--- config.mk ---
export PLATFORM = sky130hd
export DESIGN_NAME = mdu_iter
export DESIGN_NICKNAME = d
export VERILOG_FILES = /design/src/rtl/mdu_iter.sv
export SDC_FILE = /design/constraint.sdc
export NUM_CORES = 1
export LEC_CHECK = 0
export ABC_AREA = 1
export CAP_MARGIN = 25
export CORE_ASPECT_RATIO = 0.5
export CORE_MARGIN = 2
export CORE_UTILIZATION = 30
export DETAILED_ROUTE_END_ITERATION = 6
export PLACE_DENSITY = 0.52
export SLEW_MARGIN = 20
export SYNTH_ARGS = -nofsm -noshare
export SYNTH_HDL_FRONTEND = slang
export SYNTH_SLANG_ARGS = --single-unit
--- constraint.sdc ---
create_clock -name clk -period 2.85 [get_ports clk]
set_input_delay 0.285 -clock clk [delete_from_list [all_inputs] [get_ports clk]]
set_output_delay 0.285 -clock clk [all_outputs]
set_load 0.05 [all_outputs]
--- src/rtl/mdu_iter.sv ---
// Iterative multiply/divide unit owning the HI/LO registers: shift-add multiply,
// restoring divide, MTHI/MTLO writes. Optional MADD/MADDU under `MDU_MADD_EN.
module mdu_iter #(
    parameter int WIDTH = 32
) (
    input  logic             clk,
    input  logic             rst_n,
    input  logic             start,
    input  logic [2:0]       op,
    input  logic [WIDTH-1:0] A,
    input  logic [WIDTH-1:0] B,
    output logic             busy,
    output logic             done,
    output logic             div_zero,
    output logic [WIDTH-1:0] HI,
    output logic [WIDTH-1:0] LO
);

    localparam int CNT_W = $clog2(WIDTH) + 1;
    localparam logic [CNT_W-1:0] LAST_STEP = CNT_W'(WIDTH - 1);

    typedef enum logic [1:0] {
        S_IDLE = 2'd0,
        S_CALC = 2'd1,
        S_FIX  = 2'd2,
        S_DONE = 2'd3
    } state_t;

    function automatic logic [WIDTH-1:0] neg_w(input logic [WIDTH-1:0] x);
        return {WIDTH{1'b0}} - x;
    endfunction

    function automatic logic [2*WIDTH-1:0] neg_2w(input logic [2*WIDTH-1:0] x);
        return {(2*WIDTH){1'b0}} - x;
    endfunction

    state_t           state_q, state_d;
    logic [CNT_W-1:0] cnt_q, cnt_d;
    logic [WIDTH-1:0] work_hi_q, work_hi_d;
    logic [WIDTH-1:0] work_lo_q, work_lo_d;
    logic [WIDTH-1:0] opnd_q, opnd_d;
    logic [WIDTH-1:0] hi_q, hi_d;
    logic [WIDTH-1:0] lo_q, lo_d;
    logic             is_div_q, is_div_d;
    logic             neg_res_q, neg_res_d;
    logic             neg_rem_q, neg_rem_d;
    logic             dz_q, dz_d;
    logic             busy_q, busy_d;
    logic             done_q, done_d;
    logic             div_zero_q, div_zero_d;
`ifdef MDU_MADD_EN
    logic             madd_q, madd_d;
`endif

    logic             op_iter_s;
    logic             accept_s;
    logic             mt_s;
    logic             a_neg_s;
    logic             b_neg_s;
    logic [WIDTH-1:0] mag_a_s;
    logic [WIDTH-1:0] mag_b_s;
    logic [WIDTH:0]   sum_s;
    logic [WIDTH:0]   shifted_s;
    logic             ge_s;
    logic [WIDTH-1:0] rem_sub_s;
    logic [2*WIDTH-1:0] prod_s;
    logic [2*WIDTH-1:0] prod_signed_s;

    // Decode which ops run through the iterative datapath.
    always_comb begin
        op_iter_s = 1'b0;
        case (op)
            3'b000, 3'b001, 3'b010, 3'b011: op_iter_s = 1'b1;
`ifdef MDU_MADD_EN
            3'b110, 3'b111:                 op_iter_s = 1'b1;
`endif
            default:                        op_iter_s = 1'b0;
        endcase
    end

    // Request qualification, operand magnitudes and per-step datapath terms.
    always_comb begin
        accept_s  = start && !busy_q && op_iter_s;
        mt_s      = start && !busy_q && (op[2:1] == 2'b10);
        a_neg_s   = op[0] & A[WIDTH-1];
        b_neg_s   = op[0] & B[WIDTH-1];
        mag_a_s   = a_neg_s ? neg_w(A) : A;
        mag_b_s   = b_neg_s ? neg_w(B) : B;
        sum_s     = {1'b0, work_hi_q} + {1'b0, (work_lo_q[0] ? opnd_q : {WIDTH{1'b0}})};
        shifted_s = {work_hi_q, work_lo_q[WIDTH-1]};
        ge_s      = shifted_s >= {1'b0, opnd_q};
        // The remainder after a successful subtract is below the divisor, so W bits suffice.
        rem_sub_s = shifted_s[WIDTH-1:0] - opnd_q;
        prod_s    = {work_hi_q, work_lo_q};
        prod_signed_s = neg_res_q ? neg_2w(prod_s) : prod_s;
    end

    // Next-state, datapath and registered-output logic.
    always_comb begin
        state_d    = state_q;
        cnt_d      = cnt_q;
        work_hi_d  = work_hi_q;
        work_lo_d  = work_lo_q;
        opnd_d     = opnd_q;
        hi_d       = hi_q;
        lo_d       = lo_q;
        is_div_d   = is_div_q;
        neg_res_d  = neg_res_q;
        neg_rem_d  = neg_rem_q;
        dz_d       = dz_q;
        div_zero_d = 1'b0;
`ifdef MDU_MADD_EN
        madd_d     = madd_q;
`endif
        case (state_q)
            S_IDLE, S_DONE: begin
                if (accept_s) begin
                    state_d   = S_CALC;
                    cnt_d     = {CNT_W{1'b0}};
                    is_div_d  = (op[2:1] == 2'b01);
                    neg_res_d = a_neg_s ^ b_neg_s;
                    neg_rem_d = a_neg_s;
                    dz_d      = (op[2:1] == 2'b01) && (B == {WIDTH{1'b0}});
                    work_hi_d = {WIDTH{1'b0}};
`ifdef MDU_MADD_EN
                    madd_d    = op[2];
`endif
                    if (op[2:1] == 2'b01) begin
                        work_lo_d = mag_a_s;
                        opnd_d    = mag_b_s;
                    end else begin
                        work_lo_d = mag_b_s;
                        opnd_d    = mag_a_s;
                    end
                end else begin
                    state_d = S_IDLE;
                    if (mt_s) begin
                        if (op[0]) begin
                            lo_d = A;
                        end else begin
                            hi_d = A;
                        end
                    end else begin
                        hi_d = hi_q;
                    end
                end
            end
            S_CALC: begin
                cnt_d = cnt_q + {{(CNT_W-1){1'b0}}, 1'b1};
                if (cnt_q == LAST_STEP) begin
                    state_d = S_FIX;
                end else begin
                    state_d = S_CALC;
                end
                if (is_div_q) begin
                    // A zero divisor freezes the dividend so HI can return A unchanged.
                    if (dz_q) begin
                        work_lo_d = work_lo_q;
                    end else if (ge_s) begin
                        work_hi_d = rem_sub_s;
                        work_lo_d = {work_lo_q[WIDTH-2:0], 1'b1};
                    end else begin
                        work_hi_d = shifted_s[WIDTH-1:0];
                        work_lo_d = {work_lo_q[WIDTH-2:0], 1'b0};
                    end
                end else begin
                    work_hi_d = sum_s[WIDTH:1];
                    work_lo_d = {sum_s[0], work_lo_q[WIDTH-1:1]};
                end
            end
            S_FIX: begin
                state_d    = S_DONE;
                div_zero_d = dz_q;
                if (is_div_q) begin
                    if (dz_q) begin
                        lo_d = {WIDTH{1'b1}};
                        hi_d = neg_rem_q ? neg_w(work_lo_q) : work_lo_q;
                    end else begin
                        lo_d = neg_res_q ? neg_w(work_lo_q) : work_lo_q;
                        hi_d = neg_rem_q ? neg_w(work_hi_q) : work_hi_q;
                    end
                end else begin
`ifdef MDU_MADD_EN
                    if (madd_q) begin
                        {hi_d, lo_d} = {hi_q, lo_q} + prod_signed_s;
                    end else begin
                        {hi_d, lo_d} = prod_signed_s;
                    end
`else
                    {hi_d, lo_d} = prod_signed_s;
`endif
                end
            end
            default: begin
                state_d = S_IDLE;
            end
        endcase
        busy_d = (state_d == S_CALC) || (state_d == S_FIX);
        done_d = (state_d == S_DONE);
    end

    // State and output registers; reset abandons any operation in flight.
    always_ff @(posedge clk or negedge rst_n) begin
        if (!rst_n) begin
            state_q    <= S_IDLE;
            cnt_q      <= {CNT_W{1'b0}};
            work_hi_q  <= {WIDTH{1'b0}};
            work_lo_q  <= {WIDTH{1'b0}};
            opnd_q     <= {WIDTH{1'b0}};
            hi_q       <= {WIDTH{1'b0}};
            lo_q       <= {WIDTH{1'b0}};
            is_div_q   <= 1'b0;
            neg_res_q  <= 1'b0;
            neg_rem_q  <= 1'b0;
            dz_q       <= 1'b0;
            busy_q     <= 1'b0;
            done_q     <= 1'b0;
            div_zero_q <= 1'b0;
`ifdef MDU_MADD_EN
            madd_q     <= 1'b0;
`endif
        end else begin
            state_q    <= state_d;
            cnt_q      <= cnt_d;
            work_hi_q  <= work_hi_d;
            work_lo_q  <= work_lo_d;
            opnd_q     <= opnd_d;
            hi_q       <= hi_d;
            lo_q       <= lo_d;
            is_div_q   <= is_div_d;
            neg_res_q  <= neg_res_d;
            neg_rem_q  <= neg_rem_d;
            dz_q       <= dz_d;
            busy_q     <= busy_d;
            done_q     <= done_d;
            div_zero_q <= div_zero_d;
`ifdef MDU_MADD_EN
            madd_q     <= madd_d;
`endif
        end
    end

    assign busy     = busy_q;
    assign done     = done_q;
    assign div_zero = div_zero_q;
    assign HI       = hi_q;
    assign LO       = lo_q;

endmodule

==> summary.txt <==
Status
  – Violated checks: design-rule violations
  – Status: complete, but fails checks

Pwr
  – Int Pwr: 9380 uW
  – Pwr/cell area: 869 nW/um^2
  – Gate power share: 69.3%
  – Power Total: 21600 uW
  – P_sw: 12200 uW
  – Maximum vdd drop: 0.402 mV
  – Sw Share: 56.5%
  – P_leak: 0.0125 uW
  – Clock share of power: 12.0%
  – Sequential share of power: 18.8%

Yosys
  – Fraction of registers with async set/reset: 100%
  – Library cells used by synthesis: 50
  – #FFs+latches synth: 175
  – Sequential share of the synthesized area: 22.0%
  – Cells after Synth: 3519
  – Synth Cell Area: 19900 sq um
  – Main synth FF type: dfrtp_1
  – Post-synth net total: 3662
  – Number of flops mapped to enable cells by yosys: 0
  – Syn Area/Cell: 5.65 sq um
  – Synthesis Warnings: 0

Detailed routing
  – Vias: 25600
  – Wl on met1: 52900 microns
  – WL final: 115000 microns
  – Top Layer Used: met5
  – First DRT Iteration DRCs: 3266
  – Detailed Routing Iterations Pass 1: 7
  – Via-per-instance ratio: 5.42
  – Routed Antenna Nets: 0
  – Metal3 WL: 12100 microns
  – Met2 WL post-DR: 46500 microns
  – Drc violations: 14
  – Drt wl/cell: 24.4 microns

Worst hold path
  – Min-Delay Path Class: input port to asynchronous set/reset pin

STA
  – Final worst-path cycle share: 99.2%
  – Slew headroom: 45.2%
  – RSZ-0062 raised after global routing: true
  – Final setup fails: 0
  – Least-Margin Pin Slew: 814 ps
  – Max Freq: 354 MHz
  – Min Clock Period, post-route: 2830 ps
  – Setup TNS: 0 ps
  – Max Slew Vio Count: 0
  – Clock Skew: 19.7 ps
  – Hold Vio Cnt, Final: 0

Final layout
  – Post-route cell area: 24900 sq um
  – N_diodes: 0
  – Layout Nets: 3964
  – Area delta synth->final: 24.9%
  – Cell Count, Final, Fillers Out: 4718
  – Share of layout cells above drive strength 1: 10.9%

Floorplanning
  – Area of the core: 65300 sq um
  – DIE AREA: 68500 sq um
  – Initial Util: 30.5%
  – Io pins: 137
  – Row count: 66
  – DIE HEIGHT: 186 microns
  – Die width: 368 microns

Clock tree
  – Clk slew on worst S/H paths: 90 ps
  – Total CTS buffers: 17
  – Max clock buf depth: 2
  – Max H-tree Level: 4
  – Clk Tree Root Cell: clkbuf_16
  – CTS Sinks: 175
  – Worst-skew pair later-pin latency: 490 ps
  – CTS tree: yes

Place
  – DPL Wire Length: 94700 microns
  – I/O Buffers: 136
  – Cell Area, Placed: 24000 sq um
  – Placed insts: 4682
  – GP Congestion: 1.09

Global route
  – Initial antenna violation count: 8
  – Pin count of the biggest net entering global routing: 74
  – Vias in the first global route: 23700
  – First-pass GRT wire length: 165000 microns
  – Total GRT Usage: 33.2%
  – Total grt overflow: 0

Setup path
  – Worst Setup SP: A[0]
  – Crit path capture type: register
  – Reg2reg start: work_lo_q[0]
  – CP Launch Type: input port
  – CP arrival: 3070 ps
  – CP Data Required Time: 3090 ps
  – Setup Crit Path Kind: input port to register
  – Worst-path fanout max: 4

Job
  – Max_cap viols: 0
## power groups by stage
stage,sequential [uW],clock (uW),combinational (uW)
floorplan,4740,0,7110
global placement,4050,0,14300
detailed placement,4070,0,14300
CTS,4030,2610,14400
global route,4120,2710,16000
finish,4050,2580,15000
## cells in the mapped netlist (3+ instances only)
cell      instances  area share [%]
or2_2             5            0.16
nand3_2           5            0.25
nand2_2          13            0.41
nor4_1            3           0.094
inv_2             9            0.17
nor2_2           15            0.47
ha_1             71             4.5
a21oi_1         245             6.2
nand4_1          52             1.6
clkinv_1          3           0.057
a21o_1            3            0.11
o21ai_1          16            0.40
dfrtp_1         175              22
nand3b_1         16            0.60
buf_4             3            0.11
o22ai_1           6            0.19
o21ai_0         197             5.0
inv_1           411             7.8
buf_1            21            0.40
a31oi_1          11            0.35
buf_6             3            0.17
a22oi_1           6            0.23
xnor2_1          10            0.44
o211ai_1         37             1.4
nor3_1           33            0.83
nor2_4           11            0.62
clkbuf_1         70             1.3
buf_2            29            0.73
nand2_4           3            0.17
xor2_1           60             2.6
o21bai_1         10            0.38
o221ai_1         10            0.44
nand3_1         362             9.1
nand2_1        1084              20
nor2_1          490             9.2
## stage by stage
| stage | utilization [%] | hold slack (ps) | worst slack (ps) |
|---|---|---|---|
| floorplan | - | -10.6 | 293 |
| global placement | 36.8 | 298 | -660 |
| detailed placement | 36.8 | 299 | -653 |
| CTS | 37.8 | 345 | 16.8 |
| global route | 38.0 | 364 | -28.4 |
| finish | 38.0 | 329 | 22.9 |
## cells by family after synthesis
| family | count (synthesis) | synth area share (%) |
|---|---|---|
| AO/OA/AOI/OAI | 553 | 15.2 |
| adder cells (fa/ha/maj) | 73 | 4.67 |
| buffers and inverters | 551 | 10.8 |
| XOR/XNOR | 70 | 3.08 |
| AND/OR/NAND/NOR | 2097 | 44.3 |
| flip-flops | 175 | 22.0 |
## cell type report
cell class | count | area [sq um]
Clock buffer | 18 | 439
Clock inverter | 14 | 170
Fill cell | 7264 | 40500
Inverter | 425 | 1600
Multi-Input combinational cell | 2793 | 13500
Sequential cell | 175 | 4390
Tap cell | 884 | 1110
Timing Repair Buffer | 409 | 3610
## sequential cells by signal, summed over array words and instances, names as in the netlist
name	cells
opnd_q	32
neg_rem_q	1
HI	32
state_q	2
work_hi_q	32
busy	1
dz_q	1
done	1
is_div_q	1
work_lo_q	32
div_zero	1
neg_res_q	1
LO	32
cnt_q	6
## worst paths after layout
check / to / cells past startpoint / slack [ps]
max: opnd_q[15] / 9 / 20
min: busy / 2 / 330
max reg2reg: work_hi_q[6] / 13 / 50
min reg2reg: LO[2] / 2 / 490
max in group asynchronous: opnd_q[27] / 3 / 1660
min in group clk: LO[1] / 3 / 470
## worst max-delay path, stage by stage
cell,delay (ps)
clkdlybuf4s50_1,530
inv_1,310
nand3_1,190
nor3_1,280
buf_4,180
nand2_1,70
o21ai_0,200
xor2_1,570
o221ai_1,440
## what timing repair did
| item | CTS | global route |
|---|---|---|
| endpoints found under the hold margin | 46 | 0 |
| resized for setup | 5 | 41 |
| pin swaps | 0 | 3 |
| setup endpoints to repair | 6 | 19 |
| hold buffers | 1 | 0 |
| buffers inserted | 0 | 2 |
| gates cloned | 0 | 1 |
## metal layers
layer | up-vias | track usage [%]
li1 | 12000 | -
met1 | 12200 | 48.2
met2 | 1286 | 48.1
met3 | 154 | 7.98
met4 | 10 | 9.58
met5 | - | 0
## layout by cell type (no fill, tap or decap), types with 16 or more instances in the layout
cell | netlist | final
o21ai_1 | 16 | 20
nor3_1 | 33 | 33
xor2_1 | 60 | 58
nand4_1 | 52 | 52
dfrtp_1 | 175 | 170
nand2_1 | 1084 | 1080
o21ai_0 | 197 | 189
buf_4 | 3 | 257
inv_1 | 411 | 410
nor2_1 | 490 | 483
o211ai_1 | 37 | 37
nand2_2 | 13 | 17
clkbuf_16 | 0 | 18
a21oi_1 | 245 | 238
ha_1 | 71 | 63
nand3b_1 | 16 | 16
nor2_2 | 15 | 21
clkdlybuf4s50_1 | 0 | 135
nand3_1 | 362 | 359
Note: power is estimated with default switching activity, not from simulation.
